[config.mk]
export PLATFORM = sky130hd
export DESIGN_NAME = mem_port_arbiter_flat
export DESIGN_NICKNAME = d
export VERILOG_FILES = /design/src/rtl/mem_port_arbiter_pkg.sv /design/src/rtl/mem_port_arbiter_if.sv /design/src/rtl/mem_port_arbiter_byte_sequencer.sv /design/src/rtl/mem_port_arbiter.sv /design/src/flat_wrapper.sv
export SDC_FILE = /design/constraint.sdc
export NUM_CORES = 1
export LEC_CHECK = 0
export BUFFER_PORTS_ARGS = -buffer_cell sky130_fd_sc_hd__buf_2
export CAP_MARGIN = 20
export CORE_MARGIN = 8
export CORE_UTILIZATION = 49
export CTS_CLUSTER_DIAMETER = 40
export DETAILED_ROUTE_END_ITERATION = 10
export PLACE_DENSITY = 0.8
export RECOVER_POWER = 100
export SYNTH_ARGS = -nofsm -noshare
export SYNTH_HDL_FRONTEND = slang
export SYNTH_HIERARCHICAL = 1
export SYNTH_SLANG_ARGS = --single-unit
[constraint.sdc]
create_clock -name clk -period 3 [get_ports clk]
set_clock_uncertainty 0.2 [all_clocks]
set_input_delay 0.3 -clock clk [delete_from_list [all_inputs] [get_ports clk]]
set_output_delay 0.3 -clock clk [all_outputs]
set_load 0.005 [all_outputs]
[src/rtl/mem_port_arbiter_pkg.sv]
// mem_pkg: shared encodings, state/requester enums and size helper for the RAM port arbiter
package mem_pkg;
  localparam int ADDR_W = 32;
  localparam logic [1:0] SZ_B = 2'd0;
  localparam logic [1:0] SZ_H = 2'd1;
  localparam logic [1:0] SZ_W = 2'd2;
  typedef enum logic [1:0] {IDLE, READ, WRITE, DONE} state_e;
  typedef enum logic {REQ_FETCH, REQ_DATA} req_e;
  function automatic logic [2:0] bytes_of(input logic [1:0] size);
    return size == SZ_B ? 3'd1 : size == SZ_H ? 3'd2 : 3'd4;
  endfunction
endpackage

[src/rtl/mem_port_arbiter_if.sv]
// mem_port_arbiter_if: fetch/data request handshakes plus the byte-wide RAM port
interface mem_port_arbiter_if;
  import mem_pkg::*;
  logic              if_req;
  logic [ADDR_W-1:0] if_addr;
  logic              if_done;
  logic [31:0]       if_data;
  logic              d_req;
  logic              d_we;
  logic [1:0]        d_size;
  logic [ADDR_W-1:0] d_addr;
  logic [31:0]       d_wdata;
  logic              d_done;
  logic [31:0]       d_rdata;
  logic [ADDR_W-1:0] ram_addr;
  logic              ram_writing;
  logic [7:0]        ram_data;
  logic [7:0]        ram_loaded_data;
  logic              busy;
  modport slave (
    input  if_req, if_addr, d_req, d_we, d_size, d_addr, d_wdata, ram_loaded_data,
    output if_done, if_data, d_done, d_rdata, ram_addr, ram_writing, ram_data, busy
  );
  modport master (
    output if_req, if_addr, d_req, d_we, d_size, d_addr, d_wdata, ram_loaded_data,
    input  if_done, if_data, d_done, d_rdata, ram_addr, ram_writing, ram_data, busy
  );
endinterface

[src/rtl/mem_port_arbiter_byte_sequencer.sv]
// mem_byte_sequencer: byte counter, RAM address stepper and byte shift-in/shift-out register
module mem_byte_sequencer
  import mem_pkg::*;
(
  input  logic              clk,
  input  logic              rst,
  input  logic              load_i,
  input  logic              we_i,
  input  logic              adv_i,
  input  logic              last_i,
  input  logic [ADDR_W-1:0] base_i,
  input  logic [31:0]       wdata_i,
  input  logic [7:0]        rbyte_i,
  output logic [2:0]        cnt_o,
  output logic [ADDR_W-1:0] addr_o,
  output logic [7:0]        wbyte_o,
  output logic [31:0]       rdata_o
);
  logic [2:0]        cnt_q;
  logic [ADDR_W-1:0] addr_q;
  logic [7:0]        wbyte_q;
  logic [31:0]       sh_q;
  logic [31:0]       rdata_d;
  logic [1:0]        idx;
  assign idx = 2'(cnt_q - 3'd1);
  // the byte returned by RAM belongs to the address issued one cycle earlier (index cnt-1)
  always_comb begin
    rdata_d = sh_q;
    if (cnt_q != 3'd0) rdata_d[{idx, 3'b000} +: 8] = rbyte_i;
  end
  // load latches the base and store word; each advance steps address and moves one byte
  always_ff @(posedge clk) begin
    if (rst) begin
      cnt_q   <= 3'd0;
      addr_q  <= '0;
      wbyte_q <= 8'd0;
      sh_q    <= 32'd0;
    end else if (load_i) begin
      cnt_q   <= 3'd0;
      addr_q  <= base_i;
      wbyte_q <= we_i ? wdata_i[7:0] : 8'd0;
      sh_q    <= we_i ? {8'd0, wdata_i[31:8]} : 32'd0;
    end else if (adv_i) begin
      cnt_q   <= cnt_q + 3'd1;
      addr_q  <= last_i ? '0 : addr_q + ADDR_W'(1);
      wbyte_q <= (last_i || !we_i) ? 8'd0 : sh_q[7:0];
      sh_q    <= we_i ? sh_q >> 8 : rdata_d;
    end
  end
  assign cnt_o   = cnt_q;
  assign addr_o  = addr_q;
  assign wbyte_o = wbyte_q;
  assign rdata_o = rdata_d;
endmodule

[src/rtl/mem_port_arbiter.sv]
// mem_port_arbiter: round-robin sharing of one byte-wide RAM port between fetch and load/store
module mem_port_arbiter
  import mem_pkg::*;
(
  input  logic              clk,
  input  logic              rst,
  mem_port_arbiter_if.slave bus
);
  state_e      state_q;
  req_e        req_q;
  req_e        last_q;
  logic        we_q;
  logic [2:0]  n_q;
  logic        if_done_q;
  logic        d_done_q;
  logic        ram_writing_q;
  logic [31:0] if_data_q;
  logic [31:0] d_rdata_q;
  logic        gnt_data;
  logic        load;
  logic        adv;
  logic        fin;
  logic        we_d;
  logic [2:0]  cnt;
  logic [31:0] rdata;
  assign gnt_data = bus.d_req && (!bus.if_req || last_q == REQ_FETCH);
  assign load     = state_q == IDLE && (bus.if_req || bus.d_req);
  assign adv      = state_q == READ || state_q == WRITE;
  assign fin      = cnt + 3'd1 >= n_q;
  assign we_d     = load ? gnt_data && bus.d_we : we_q;
  mem_byte_sequencer u_seq (
    .clk     (clk),
    .rst     (rst),
    .load_i  (load),
    .we_i    (we_d),
    .adv_i   (adv),
    .last_i  (fin),
    .base_i  (gnt_data ? bus.d_addr : bus.if_addr),
    .wdata_i (bus.d_wdata),
    .rbyte_i (bus.ram_loaded_data),
    .cnt_o   (cnt),
    .addr_o  (bus.ram_addr),
    .wbyte_o (bus.ram_data),
    .rdata_o (rdata)
  );
  // arbitration and transfer sequencing; done pulses and result words are registered
  always_ff @(posedge clk) begin
    if (rst) begin
      state_q       <= IDLE;
      req_q         <= REQ_FETCH;
      last_q        <= REQ_FETCH;
      we_q          <= 1'b0;
      n_q           <= 3'd4;
      if_done_q     <= 1'b0;
      d_done_q      <= 1'b0;
      ram_writing_q <= 1'b0;
      if_data_q     <= 32'd0;
      d_rdata_q     <= 32'd0;
    end else begin
      if_done_q <= 1'b0;
      d_done_q  <= 1'b0;
      case (state_q)
        IDLE: if (load) begin
          state_q       <= we_d ? WRITE : READ;
          req_q         <= gnt_data ? REQ_DATA : REQ_FETCH;
          last_q        <= gnt_data ? REQ_DATA : REQ_FETCH;
          we_q          <= we_d;
          n_q           <= gnt_data ? bytes_of(bus.d_size) : 3'd4;
          ram_writing_q <= we_d;
        end
        READ: if (cnt == n_q) begin
          state_q <= DONE;
          if (req_q == REQ_FETCH) begin
            if_done_q <= 1'b1;
            if_data_q <= rdata;
          end else begin
            d_done_q  <= 1'b1;
            d_rdata_q <= rdata;
          end
        end
        WRITE: if (fin) begin
          state_q       <= DONE;
          ram_writing_q <= 1'b0;
          d_done_q      <= 1'b1;
        end
        default: state_q <= IDLE;
      endcase
    end
  end
  assign bus.if_done     = if_done_q;
  assign bus.if_data     = if_data_q;
  assign bus.d_done      = d_done_q;
  assign bus.d_rdata     = d_rdata_q;
  assign bus.ram_writing = ram_writing_q;
  assign bus.busy        = state_q != IDLE;
endmodule

[src/flat_wrapper.sv]
// flat-port wrapper written by rule: the top's interface ports become plain ports
module mem_port_arbiter_flat import mem_pkg::*;
  (clk, rst, bus_if_req, bus_if_addr, bus_d_req, bus_d_we, bus_d_size, bus_d_addr, bus_d_wdata, bus_ram_loaded_data, bus_if_done, bus_if_data, bus_d_done, bus_d_rdata, bus_ram_addr, bus_ram_writing, bus_ram_data, bus_busy);
  mem_port_arbiter_if bus_i ();
  input  logic clk;
  input  logic rst;
  input wire logic [$bits(bus_i.if_req)-1:0] bus_if_req;
  input wire logic [$bits(bus_i.if_addr)-1:0] bus_if_addr;
  input wire logic [$bits(bus_i.d_req)-1:0] bus_d_req;
  input wire logic [$bits(bus_i.d_we)-1:0] bus_d_we;
  input wire logic [$bits(bus_i.d_size)-1:0] bus_d_size;
  input wire logic [$bits(bus_i.d_addr)-1:0] bus_d_addr;
  input wire logic [$bits(bus_i.d_wdata)-1:0] bus_d_wdata;
  input wire logic [$bits(bus_i.ram_loaded_data)-1:0] bus_ram_loaded_data;
  output wire logic [$bits(bus_i.if_done)-1:0] bus_if_done;
  output wire logic [$bits(bus_i.if_data)-1:0] bus_if_data;
  output wire logic [$bits(bus_i.d_done)-1:0] bus_d_done;
  output wire logic [$bits(bus_i.d_rdata)-1:0] bus_d_rdata;
  output wire logic [$bits(bus_i.ram_addr)-1:0] bus_ram_addr;
  output wire logic [$bits(bus_i.ram_writing)-1:0] bus_ram_writing;
  output wire logic [$bits(bus_i.ram_data)-1:0] bus_ram_data;
  output wire logic [$bits(bus_i.busy)-1:0] bus_busy;
  assign bus_i.if_req = bus_if_req;
  assign bus_i.if_addr = bus_if_addr;
  assign bus_i.d_req = bus_d_req;
  assign bus_i.d_we = bus_d_we;
  assign bus_i.d_size = bus_d_size;
  assign bus_i.d_addr = bus_d_addr;
  assign bus_i.d_wdata = bus_d_wdata;
  assign bus_i.ram_loaded_data = bus_ram_loaded_data;
  assign bus_if_done = bus_i.if_done;
  assign bus_if_data = bus_i.if_data;
  assign bus_d_done = bus_i.d_done;
  assign bus_d_rdata = bus_i.d_rdata;
  assign bus_ram_addr = bus_i.ram_addr;
  assign bus_ram_writing = bus_i.ram_writing;
  assign bus_ram_data = bus_i.ram_data;
  assign bus_busy = bus_i.busy;
  mem_port_arbiter u_core (.clk(clk), .rst(rst), .bus(bus_i));
endmodule
**Yosys cells after proc, flatten, opt, wreduce, memory -nomap -nowiden**

Index checks and enable logic that the tools add are counted.

- $add $sub $neg: 4
- $lt $le $gt $ge: 1
- Equal/unequal tests: 7
- Shift-type cells: 2
- Mux-type cells: 32
- Bitwise gates (word level): 3
- Reduce and logical (&&, ||, !) cells: 22

Operator list:

| operator | count |
|---|---|
| 32-bit 2-to-1 mux | 8 |
| 32-bit by 1-bit adder with 32-bit output (second input constant) | 1 |
| 32-bit bitwise mux | 1 |
| 8-bit 2-to-1 mux | 4 |
| 8-bit by 7-bit variable shift with 32-bit output (first input constant) | 1 |
| 8-bit by 7-bit variable part select with 32-bit output | 1 |
| 24-bit 2-to-1 mux | 1 |
| 3-bit AND reduction | 4 |
| 3-bit 2-to-1 mux | 3 |
| 1-bit 2-to-1 mux | 8 |
| 2-bit 2-to-1 mux | 4 |
| 5-bit negator with 7-bit output | 1 |
| 2-bit one-hot mux with 3 select lines | 1 |
| 2-bit nonzero test | 3 |
| 2-bit by 1-bit == test with 1-bit output (second input constant) | 2 |
| 2-bit logical NOT | 2 |
| 1-bit logical OR | 4 |
| 2-bit != test (second input constant) | 2 |
| 1-bit one-hot mux with 2 select lines | 2 |
| 3-bit by 1-bit adder with 3-bit output (second input constant) | 1 |
| 3-bit == test | 1 |
| 3-bit >= comparator | 1 |
| 1-bit logical AND | 3 |
| 1-bit inverter | 3 |
| 8 further kinds | 9 |

- Flip-flop bits (word level): 149
- Output and inout port bits: 108
- Word-level logic and storage cells: 84

**Logic depth before layout (Yosys ltp)**

Gate-level depths: netlist (run 1).

- Depth in word-level cells: 10
- Gate-level depth with buffers: 12

**Cells and area by module**

Netlist (run 1), hierarchy kept.

By module, submodules not included:

| module | instances | cells an instance | area each (sq um) | seq. area each (sq um) |
|---|---|---|---|---|
| mem_byte_sequencer | 1 | 630 | 4688.2 | 1501.4 |
| mem_port_arbiter | 1 | 359 | 3704.8 | 1481.4 |

**Worst setup path before layout (run 1)**

Ideal clock, no wire load.

- Path type: register to register
- Start: register u_core.u_seq.cnt_q[0], in the netlist u_core/u_seq/cnt_o[0]
- End: register u_core.u_seq.addr_q[24], in the netlist u_core/u_seq/addr_o[24]
- Setup time: 83 ps
- Arrival: 2515 ps
- Data required time: 2717 ps
- Path slack: 202 ps
- Stages on the path, launching flop included: 10
- Buffers on the path: 0
- Clock period less this slack: 2798 ps
- Path through: dfxtp_1 > ha_1 > xor2_1 > ha_1 > a21oi_1 > o21ai_0 > nor2b_1 > nand2_1 > or4_1 > o221ai_1

- Longest elaborated chain between the ends: 5

Ends and longest elaborated chain:

| item | RTL line | source |
|---|---|---|
| start: declaration | mem_port_arbiter_byte_sequencer.sv:19 | `logic [2:0] cnt_q;` |
| start signal: assignment | mem_port_arbiter_byte_sequencer.sv:44 | `cnt_q <= cnt_q + 3'd1;` |
| 3-bit by 1-bit adder with 3-bit output | mem_port_arbiter.sv:29 | `assign fin = cnt + 3'd1 >= n_q;` |
| 3-bit >= comparator | mem_port_arbiter.sv:29 |  |
| via u_core.fin | mem_port_arbiter.sv:22 | `logic fin;` |
| 32-bit 2-to-1 mux | mem_port_arbiter_byte_sequencer.sv:45 | `addr_q <= last_i ? '0 : addr_q + ADDR_W'(1);` |
| 32-bit 2-to-1 mux | mem_port_arbiter_byte_sequencer.sv:43 | `end else if (adv_i) begin` |
| 32-bit 2-to-1 mux | mem_port_arbiter_byte_sequencer.sv:38 | `end else if (load_i) begin` |
| end signal: assignment | mem_port_arbiter_byte_sequencer.sv:40 | `addr_q <= base_i;` |
| end signal: assignment | mem_port_arbiter_byte_sequencer.sv:45 |  |
| end: declaration | mem_port_arbiter_byte_sequencer.sv:20 | `logic [ADDR_W-1:0] addr_q;` |

The timed path passes the listed nets, and every way through them passes these cells. The select of a mux whose other input is x is not followed.
A chain may end at the register's enable or synchronous reset.

**Worst setup path in the final report (run 1)**

- Start: register u_core.u_seq.cnt_q[0], in the netlist u_core/u_seq/cnt_o[0]
- End: register u_core.if_data_q[24], in the netlist u_core/bus.if_data[24]

- Longest elaborated chain between the ends: 5

Ends and longest elaborated chain:

| item | RTL line | source |
|---|---|---|
| 2-bit by 1-bit subtractor with 2-bit output | mem_port_arbiter_byte_sequencer.sv:25 | `assign idx = 2'(cnt_q - 3'd1);` |
| 5-bit negator with 7-bit output | mem_port_arbiter_byte_sequencer.sv:29 | `if (cnt_q != 3'd0) rdata_d[{idx, 3'b000} +: 8] = rbyte_i;` |
| 8-bit by 7-bit variable part select with 32-bit output or 8-bit by 7-bit variable shift with 32-bit output (tied branches) | mem_port_arbiter_byte_sequencer.sv:29 |  |
| 32-bit bitwise mux | mem_port_arbiter_byte_sequencer.sv:29 |  |
| 32-bit 2-to-1 mux | mem_port_arbiter_byte_sequencer.sv:29 |  |
| end signal: assignment | mem_port_arbiter.sv:75 | `if_data_q <= rdata;` |
| end: declaration | mem_port_arbiter.sv:17 | `logic [31:0] if_data_q;` |

Parallel ways exist; a longest one is shown, timed or not.

==> summary.md, run 1 <==
| Metric | Value |
|---|---|
| Status | completed |
| DRT Pass-1 Iters | 8 |
| Worst setup path class | reg -> reg |
| Fraction of layout cells with a size suffix above 1 | 20.94% |
| # DRC | 0 |
| Seq/Total Area, Yosys | 35.54% |
| Main combinational cell family by area after synthesis | simple AND/OR/NAND/NOR gates |
| Proportion of synthesized area in mux cells | 13.60% |
| Max VDD drop | 0.5031 mV |
| CTS tree | yes |
| Synth area leader | dfxtp_1 |
| GP Congestion | 0.9447 |
| Top sig layer | met5 |
| WHS | 6.824 ps |
| Syn Std Cell Area | 8393 um^2 |
| Met3 WL post-DR | 2479 um |
| Async SR Flop Fraction | 0% |
| TritonCTS buffer count | 17 |
| Pre-CTS WS | 166.6 ps |
| Setup crit start kind | flip-flop |
| Antenna violations before repair | 3 |
| Total Routing Usage GR | 22.89% |
| Routed WL | 25,510 um |
| Port Buffers | 218 |
| Final HPWL DP | 18,600 um |
| Ports | 219 |
| Initial DRC count | 634 |
| # clock sinks | 149 |
| Flop pwr share | 33.7% |
| Met2 wire len | 12,080 um |
| Routed Antenna Nets | 0 |
| FF+latch count, synth | 149 |
| Largest net degree at the start of global routing | 98 |
| Routed len/inst | 17.74 um |
| Logic pwr share | 42.1% |
| Clk_lat worst skew | 420 ps |
| Fin crit period | 2838 ps |
| Worst-margin pin slew | 950.6 ps |
| Die Y | 146.9 um |
| Gr ovfl total | 0 |
| Leakage | 4.172 nW |
| Xor/xnor cell area share of the yosys netlist | 2.922% |
| Antenna cells | 0 |
| Area of the die | 21,570 um^2 |
| Net Sw Power | 0.003367 W |
| Row cnt | 48 |
| Synth Area in Compound Gates | 13.94% |
| Vias in the first global route | 8,058 |
| RSZ-0062 raised after global routing | no |
| Core area | 17,000 um^2 |
| Final net count | 1,327 |
| Internal power | 0.004761 W |
| Switching part of the total power | 41.42% |
| Crit. End Element | flip-flop |
| Met1 Wirelength | 10,540 um |
| Clock power share | 24.3% |
| CTS max path bufs | 2 |
| Synth Flop Type | dfxtp_1 |
| Post-Syn Nets | 1,116 |
| Post-CTS Setup Bufs | 0 |
| Largest cells by area after synthesis | dfxtp_1, nand2b_1, mux2i_1 |
| Final setup margin | 161.6 ps |
| Fin crit share | 94.61% |
| Global-route wire length before repair | 40,710 um |
| Power Dens Cells | 790.5 nW/um^2 |
| Area share of the leading cell type in the synthesized netlist | 35.54% |
| Final slew viol count | 0 |
| Root buf cell | clkbuf_16 |
| Initial Util | 49.38% |
| H-tree depth | 4 |
| F_max | 352.3 MHz |
| CP Data Required Time | 3140 ps |
| Worst-path clk slew | 60 ps |
| Slew headroom | 36.63% |
| Setup TNS | 0 ps |
| Vias | 8,040 |
| Layout overhead on the synthesized area | 22.51% |
| Avg Cell Area, Syn | 8.486 um^2 |
| Max Cap Viol | 0 |
| Vias/cell | 5.591 |
| Ys Warns | 6 |
| Count of unique library cells instantiated by Yosys | 63 |
| Synth Area in Simple Gates | 26.55% |
| EDFF count, synth | 0 |
| Syn Inst Count | 989 |
| Tightest Hold Check Type | in -> reg |
| Synth Area in Adders | 2.385% |
| Crit-path max FO | 26 |
| Die X | 146.9 um |
| Final Hold Vio Count | 0 |
| Worst Path Arrival | 2970 ps |
| Final Setup Violations | 0 |
==> flip-flops by register name, indices dropped and copies added, names as in the netlist <==
signal	flops
u_core/u_seq/sh_q	32
u_core/bus.ram_writing	1
u_core/bus.if_done	1
u_core/bus.if_data	32
u_core/bus.d_done	1
u_core/last_q	1
u_core/n_q	3
u_core/bus.d_rdata	32
u_core/we_q	1
u_core/u_seq/addr_o	32
u_core/state_q	2
u_core/u_seq/wbyte_o	8
u_core/u_seq/cnt_o	3
==> logic make-up (layout without fill, tap and decap cells) <==
group                      count (synthesis)  after routing
buffers and inverters                     93            317
adders and majority gates                 16             16
and+or+nand+nor                          412            412
xor gates and xnor gates                  28             28
AOI/OAI and AO/OA                        182            182
muxes                                    109            109
DFF                                      149            149
==> what timing repair did <==
action | in CTS | in global routing
hold endpoints to repair | 19 | 0
resized for setup | 0 | 3
endpoints found under the setup margin | 0 | 13
hold buffers | 21 | 0
==> through the flow <==
| step | power, W | util (%) | cell area (um^2) | std cells |
|---|---|---|---|---|
| global route | 0.008641 | 60.50 | 10280 | 1438 |
| detailed placement | 0.006139 | 56.81 | 9656 | 1385 |
| CTS | 0.008169 | 61.25 | 10410 | 1438 |
| finish | 0.008128 | 60.50 | 10280 | 1438 |
| floorplan | 0.005033 | - | 8393 | 989 |
| global placement | 0.006076 | 56.81 | 9656 | 1385 |
==> worst max-delay path, cell delays in order (launching register included) <==
cell     delay, ps
dfxtp_1        430
ha_1           280
nor3_1         570
nor3b_4        270
buf_2          680
mux2i_1        300
==> cells in the final DEF (no fill, tap or decap), types with 9 or more instances in the layout <==
cell,Yosys,final
a21oi_1,48,48
dfxtp_1,149,149
dlygate4sd3_1,0,21
mux2i_1,69,69
o21ai_0,39,39
nor3b_1,10,10
buf_2,13,136
mux2_2,40,40
ha_1,16,15
inv_1,22,22
o31ai_1,9,9
a211oi_1,9,9
nor3_1,58,59
nand3_1,11,10
o22ai_1,9,9
a2111oi_0,17,17
and2_1,11,11
clkbuf_1,45,86
buf_4,1,15
nand2b_1,111,111
or2_2,11,11
nand4_1,14,14
xor2_1,21,21
nand2_1,95,96
clkbuf_16,0,17
a21boi_0,16,16
a22oi_1,10,10
nor2_1,55,55
==> layout make-up <==
| cell class | count | area (um^2) |
|---|---|---|
| Multi-Input combinational cell | 747 | 5010 |
| Sequential cell | 149 | 2983 |
| Inverter | 22 | 82.58 |
| Timing Repair Buffer | 263 | 1381 |
| Clock buffer | 19 | 442.9 |
| Clock inverter | 13 | 101.3 |
| Fill cell | 1521 | 6714 |
| Tap cell | 225 | 281.5 |
==> routing by layer <==
metal	up-vias	global-route usage, %
li1	3878	-
met1	3753	27.34
met2	367	38.16
met3	36	8.305
met4	6	5.873
met5	-	0
==> power by group through the flow <==
stage | sequential [W] | clock, W | combinational, W
global placement | 0.00275 | 0 | 0.00333
global route | 0.00278 | 0.00209 | 0.00377
detailed placement | 0.00276 | 0 | 0.00338
finish | 0.00274 | 0.00197 | 0.00342
CTS | 0.00272 | 0.00200 | 0.00345
floorplan | 0.00267 | 0 | 0.00237
==> cells in the mapped netlist (13+ instances only) <==
master     number
mux2i_1        69
nor3_1         58
a21boi_0       16
nand2_1        95
nand4_1        14
nand2b_1      111
a2111oi_0      17
a21oi_1        48
clkbuf_1       45
xor2_1         21
nor2_1         55
dfxtp_1       149
buf_2          13
ha_1           16
mux2_2         40
o21ai_0        39
inv_1          22
==> worst paths after layout <==
kind / start / to / slack [ps] / depth (start not counted)
worst max-delay path: u_core/u_seq/cnt_o[0]$_SDFFE_PP0P_ / u_core/bus.if_data[24]$_SDFFE_PP0P_ / 160 / 5
worst max register to register: u_core/u_seq/cnt_o[0]$_SDFFE_PP0P_ / u_core/bus.if_data[24]$_SDFFE_PP0P_ / 160 / 5
worst min-delay path: bus_d_addr[8] / u_core/u_seq/addr_o[8]$_SDFFE_PP0P_ / 7 / 4
worst min register to register: u_core/n_q[0]$_SDFFE_PP0P_ / u_core/n_q[0]$_SDFFE_PP0P_ / 260 / 2
(Power assumes the default switching activity.)
==> run 2: changes to the inputs <==
CORE_MARGIN = 5   (was 8)
REMOVE_ABC_BUFFERS = 1   (was unset)
==> run 2 against run 1 <==
Effect of this change: fmax shrank 1.0%; die area shrank 8.0%; global-route usage grew 1.4 points.
==> summary.md, run 2 (same netlist as run 1, synthesis figures left out) <==
| Metric | Value |
|---|---|
| Status | completed |
| Layout overhead on the synthesized area | 21.90% |
| Final net count | 1,320 (-0.53%) |
| Die X | 140.9 um (-4.1%) |
| Final HPWL DP | 17,700 um (-4.9%) |
| M2 GR Usage | 40.80% (+2.6 points) |
| Final Hold Vio Count | 0 (unchanged) |
| Final Setup Violations | 0 (unchanged) |
| Final slew viol count | 0 (unchanged) |
| Worst-margin pin slew | 1059 ps (+108.4 ps) |
| Setup crit start kind | input port |
| Die Y | 140.9 um (-4.1%) |
| M1 GR Usage | 30.12% (+2.8 points) |
| Initial DRC count | 528 (-17%) |
| Vias in the first global route | 7,849 (-2.6%) |
| CP Data Required Time | 3090 ps (-50 ps) |
| Total power | 0.008159 W (+0.37%) |
| DRT Pass-1 Iters | 5 (-3) |
| Tightest Hold Check Type | in -> reg |
| Worst setup path class | in -> reg |
| Initial Util | 50.25% (+0.87 points) |
| Gr ovfl total | 0 (unchanged) |
| CTS max path bufs | 2 (unchanged) |
| CP Cell Sequence | dlygate4sd3_1 -> buf_2 -> a21boi_4 -> clkbuf_2 -> mux2_2 -> dlygate4sd3_1 -> nand2_1 -> o21ai_0 |
| Row cnt | 47 (-2.1%) |
| Worst Path Arrival | 2960 ps (about the same) |
| Clk_lat worst skew | 420 ps (about the same) |
| Most common cell after layout, fill and taps aside | dfxtp_1 |
| Vias/cell | 5.601 (+0.17%) |
| Top Usage Layer GRT | met2 |
| Fraction of layout cells with a size suffix above 1 | 20.97% (+0.025 points) |
| Most frequent cells in the layout | dfxtp_1, buf_2, nand2b_1 |
| Max incr delay on CP | 660 ps (-20 ps) |
| Routed WL | 24,530 um (-3.9%) |
| WHS | 16.77 ps (+9.950 ps) |
| Largest net degree at the start of global routing | 115 (+17%) |
| Root buf cell | clkbuf_16 |
| # DRC | 0 (unchanged) |
| Crit-path max FO | 36 (+38%) |
| Vias | 7,970 (-0.87%) |
| Max Cap Viol | 0 (unchanged) |
| Port Buffers | 218 (unchanged) |
| # clock sinks | 149 (unchanged) |
| F_max | 348.8 MHz (-1.0%) |
| Setup TNS | 0 ps (unchanged) |
| Fin crit period | 2867 ps (+28.99 ps) |
| Antenna violations before repair | 2 (-1) |
| Post-CTS Setup Bufs | 0 (unchanged) |
| Core area | 16,700 um^2 (-1.7%) |
| Fin crit share | 95.58% (+0.97 points) |
| Total Routing Usage GR | 24.31% (+1.4 points) |
| Slew headroom | 29.25% (-7.4 points) |
| Routed Antenna Nets | 0 (unchanged) |
| Crit path buf inv count | 4 (+3) |
| CTS tree | yes |
| Power Dens Cells | 797.4 nW/um^2 (+0.88%) |
| GR met3 Demand/Resource | 6.400% (-1.9 points) |
| Worst-path clk slew | 60 ps (about the same) |
| Cell mode on critical path | dlygate4sd3_1 |
| TritonCTS buffer count | 17 (unchanged) |
| Kind of cell adding the most delay to the critical path | buffers and inverters |
| Worst path slowest cell | clkbuf_2 |
| Global-route wire length before repair | 39,580 um (-2.8%) |
| Routed len/inst | 17.24 um (-2.9%) |
| Crit. End Element | flip-flop |
| Ports | 219 (unchanged) |
| Max VDD drop | 0.5361 mV (+6.6%) |
| RSZ-0062 raised after global routing | no |
| Area of the die | 19,850 um^2 (-8.0%) |
| GP Congestion | 0.8593 (-9.0%) |
| H-tree depth | 4 (unchanged) |
| Leakage | 4.183 nW (+0.25%) |
run 2: what timing repair did:
item,4_1_cts,5_1_grt
hold endpoints to repair,15,0
resized for setup,0,1
setup endpoints to repair,0,17
hold buffers,18,0
run 2: layer usage:
metal  vias to the layer above  share of wire, %
met3                        53               8.9
li1                       3889                 -
met5                         -             0.053
met4                         2               2.7
met2                       338                48
met1                      3688                41
run 2: where the power goes:
part	internal (W)	total (W)	switching (W)
combinational	0.00131	0.00339	0.00208
sequential	0.00234	0.00272	0.000384
clock	0.00123	0.00205	0.000823
run 2: worst paths after layout:
check	slack, ps	from	endpoint	depth (start not counted)
max	130	bus_if_req	u_core/u_seq/addr_o[17]$_SDFFE_PP0P_	8
min	20	bus_d_addr[8]	u_core/u_seq/addr_o[8]$_SDFFE_PP0P_	4
max reg2reg	220	u_core/state_q[0]$_SDFFE_PP0P_	u_core/u_seq/sh_q[28]$_SDFFE_PP0P_	6
min reg2reg	270	u_core/bus.if_data[21]$_SDFFE_PP0P_	u_core/bus.if_data[21]$_SDFFE_PP0P_	2
run 2: layout make-up:
class	count	area [um^2]
antenna	1	2.502
clock buffer	19	442.9
clock inverter	9	107.6
fill	1526	6470
inverter	22	83.83
multi-input combinational	747	4994
sequential	149	2983
tap	220	275.3
timing repair buffer	256	1343
run 2: worst register-to-register path: stages, from the launching register on:
cell and delay (ps):
dfxtp_1 410, inv_1 90, ha_2 630, inv_1 500
nor2_1 560, nand2_1 110, a21boi_0 200
run 2: stage by stage:
stage	util, %	area (um^2)	setup WS [ps]	std cells
5_1_grt	61.26	10230	15.97	1423
4_1_cts	62.05	10360	185.0	1422
6_report	61.26	10230	132.6	1423
3_5_place_dp	57.68	9633	219.3	1376
3_3_place_gp	57.68	9633	383.4	1376
2_1_floorplan	-	8050	-1269	918
==> run 3: changes to the inputs <==
CORE_UTILIZATION = 40   (was 49)
PLACE_DENSITY = 0.68   (was 0.8)
==> run 3 against run 2 <==
Effect of this change: final area is 1.4% higher; sequential cell count stayed put; core utilization is 11 points lower; critical path depth is 1 higher; hold slack worse by 2.5 ps; register-to-register slack worse by 20 ps; combinational power is 1% higher; total power is 0.28% higher; clock power hardly changed; largest cell class unchanged; largest power group unchanged; highest routed layer is now met4.
==> summary.md, run 3 (same netlist as run 1, synthesis figures left out) <==
| Metric | Value |
|---|---|
| Max incr delay on CP | 590 ps (-70 ps) |
| Worst Path Arrival | 2940 ps (-20 ps) |
| Worst setup path class | reg -> reg |
| Status | completed |
| Final Setup Violations | 0 (unchanged) |
| Vias in the first global route | 7,723 (-1.6%) |
| DRT Pass-1 Iters | 7 (+2) |
| Crit path buf inv count | 2 (-2) |
| Initial Util | 40.31% (-9.9 points) |
| Routed len/inst | 16.90 um (-1.9%) |
| Total Routing Usage GR | 20.71% (-3.6 points) |
| Area of the die | 23,980 um^2 (+21%) |
| Setup crit start kind | flip-flop |
| Die Y | 154.9 um (+9.9%) |
| CTS max path bufs | 2 (unchanged) |
| Final Hold Vio Count | 0 (unchanged) |
| Gr ovfl total | 0 (unchanged) |
| Die X | 154.9 um (+9.9%) |
| Fin crit share | 93.24% (-2.3 points) |
| DP Cell Count | 1,440 (+4.7%) |
| Crit. End Element | flip-flop |
| Slew headroom | 29.37% (+0.12 points) |
| Crit-path max FO | 9 (-75%) |
| Worst-margin pin slew | 1057 ps (-1.807 ps) |
| Final Util | 49.81% (-11 points) |
| GP Congestion | 0.9243 (+7.6%) |
| Final net count | 1,332 (+0.91%) |
| Worst-path clk slew | 70 ps (about the same) |
| Post-CTS Setup Bufs | 0 (unchanged) |
| Tightest Hold Check Type | in -> reg |
| Global-route wire length before repair | 40,780 um (+3.0%) |
| Port Buffers | 218 (unchanged) |
| Row cnt | 53 (+13%) |
| Fraction of layout cells with a size suffix above 1 | 22.35% (+1.4 points) |
| Cell mode on critical path | nand2b_1 |
| Routed WL | 25,240 um (+2.9%) |
| Most common cell after layout, fill and taps aside | buf_2 |
| Vias/cell | 5.254 (-6.2%) |
| Antenna violations before repair | 1 (-1) |
| Resized cells post-CTS | 0 (unchanged) |
| Core area | 20,820 um^2 (+25%) |
| Kind of cell adding the most delay to the critical path | simple AND/OR/NAND/NOR gates |
| # DRC | 0 (unchanged) |
| Initial DRC count | 553 (+4.7%) |
| Fin crit period | 2797 ps (-70.20 ps) |
| Most frequent cells in the layout | buf_2, dfxtp_1, nand2b_1 |
| CP Data Required Time | 3140 ps (+50 ps) |
| Largest net degree at the start of global routing | 101 (-12%) |
| Post-route non-filler standard cell count | 1,493 (+4.9%) |
| H-tree depth | 4 (unchanged) |
| Vias | 7,844 (-1.6%) |
| Power Dens Cells | 788.8 nW/um^2 (-1.1%) |
| CTS Hold Bufs | 20 (+2) |
| RSZ-0062 raised after global routing | no |
| Leakage | 4.245 nW (+1.5%) |
| TritonCTS buffer count | 17 (unchanged) |
| Ports | 219 (unchanged) |
| Layout overhead on the synthesized area | 23.58% |
| Root buf cell | clkbuf_16 |
| # clock sinks | 149 (unchanged) |
| CTS tree | yes |
| Filler Cell Count | 2,068 (+36%) |
| Final HPWL DP | 18,340 um (+3.7%) |
| F_max | 357.5 MHz (+2.5%) |
| Max VDD drop | 0.4534 mV (-15%) |
| Worst path slowest cell | or4_1 |
| Clk_lat worst skew | 430 ps (about the same) |
| CP Cell Sequence | clkbuf_1 -> inv_1 -> ha_1 -> nand2b_1 -> nand2_2 -> or4_1 -> o21ai_0 -> nand2b_1 -> mux2i_1 |
| Max Cap Viol | 0 (unchanged) |
| Final slew viol count | 0 (unchanged) |
| Routed Antenna Nets | 0 (unchanged) |
==> run 3: layout make-up <==
type / instances / area, um^2 / share of cell area [%]
Antenna cell: 1 / 2.502 / 0.02413
Clock buffer: 19 / 432.9 / 4.174
Clock inverter: 12 / 107.6 / 1.037
Inverter: 22 / 83.83 / 0.8082
Multi-Input combinational cell: 747 / 4994 / 48.14
Sequential cell: 149 / 2983 / 28.76
Tap cell: 275 / 344.1 / 3.317
Timing Repair Buffer: 268 / 1425 / 13.74
==> run 3: worst paths after layout <==
kind | start | end | slack (ps) | cells after the start
worst max-delay path | u_core/u_seq/cnt_o[1]$_SDFFE_PP0P_ | u_core/bus.d_rdata[22]$_SDFFE_PP0P_ | 200 | 9
worst min-delay path | bus_d_addr[16] | u_core/u_seq/addr_o[16]$_SDFFE_PP0P_ | 10 | 4
worst max register to register | u_core/u_seq/cnt_o[1]$_SDFFE_PP0P_ | u_core/bus.d_rdata[22]$_SDFFE_PP0P_ | 200 | 9
worst min register to register | u_core/n_q[0]$_SDFFE_PP0P_ | u_core/n_q[0]$_SDFFE_PP0P_ | 270 | 2
==> run 3: report_power, final <==
part | switching [W] | total, W | internal [W] | leakage [nW]
Clock | 0.000891 | 0.00203 | 0.00114 | 0.259
Sequential | 0.000386 | 0.00272 | 0.00234 | 1.21
Combinational | 0.00208 | 0.00343 | 0.00135 | 2.77
Total | 0.00335 | 0.00818 | 0.00483 | 4.24
==> run 3: worst min-delay path: stages <==
cell,delay [ps]
buf_2,80
mux2_2,130
nand2_1,40
o21ai_0,50
==> run 3: metrics by stage <==
| stage | power [W] | hold WS [ps] | setup slack, ps | setup TNS, ps | cell area [um^2] |
|---|---|---|---|---|---|
| 4_1_cts | 0.008280 | 0.08676 | 301.5 | 0 | 10500 |
| 5_1_grt | 0.008764 | 17.77 | 28.90 | 0 | 10370 |
| 3_3_place_gp | 0.006182 | 257.7 | 380.2 | 0 | 9757 |
| 3_5_place_dp | 0.006205 | 261.1 | 361.8 | 0 | 9757 |
| 6_report | 0.008182 | 14.23 | 202.8 | 0 | 10370 |
| 2_1_floorplan | 0.004893 | 169.1 | -1269 | -60660 | 8050 |
==> run 3: routing by layer <==
metal | vias to the layer above | GRT usage [%] | share of wire (%)
met5 | - | 0 | 0
met2 | 262 | 34.01 | 47
met3 | 19 | 6.064 | 6.9
met4 | 0 | 4.415 | 1.3
li1 | 3899 | - | -
met1 | 3664 | 27.19 | 45
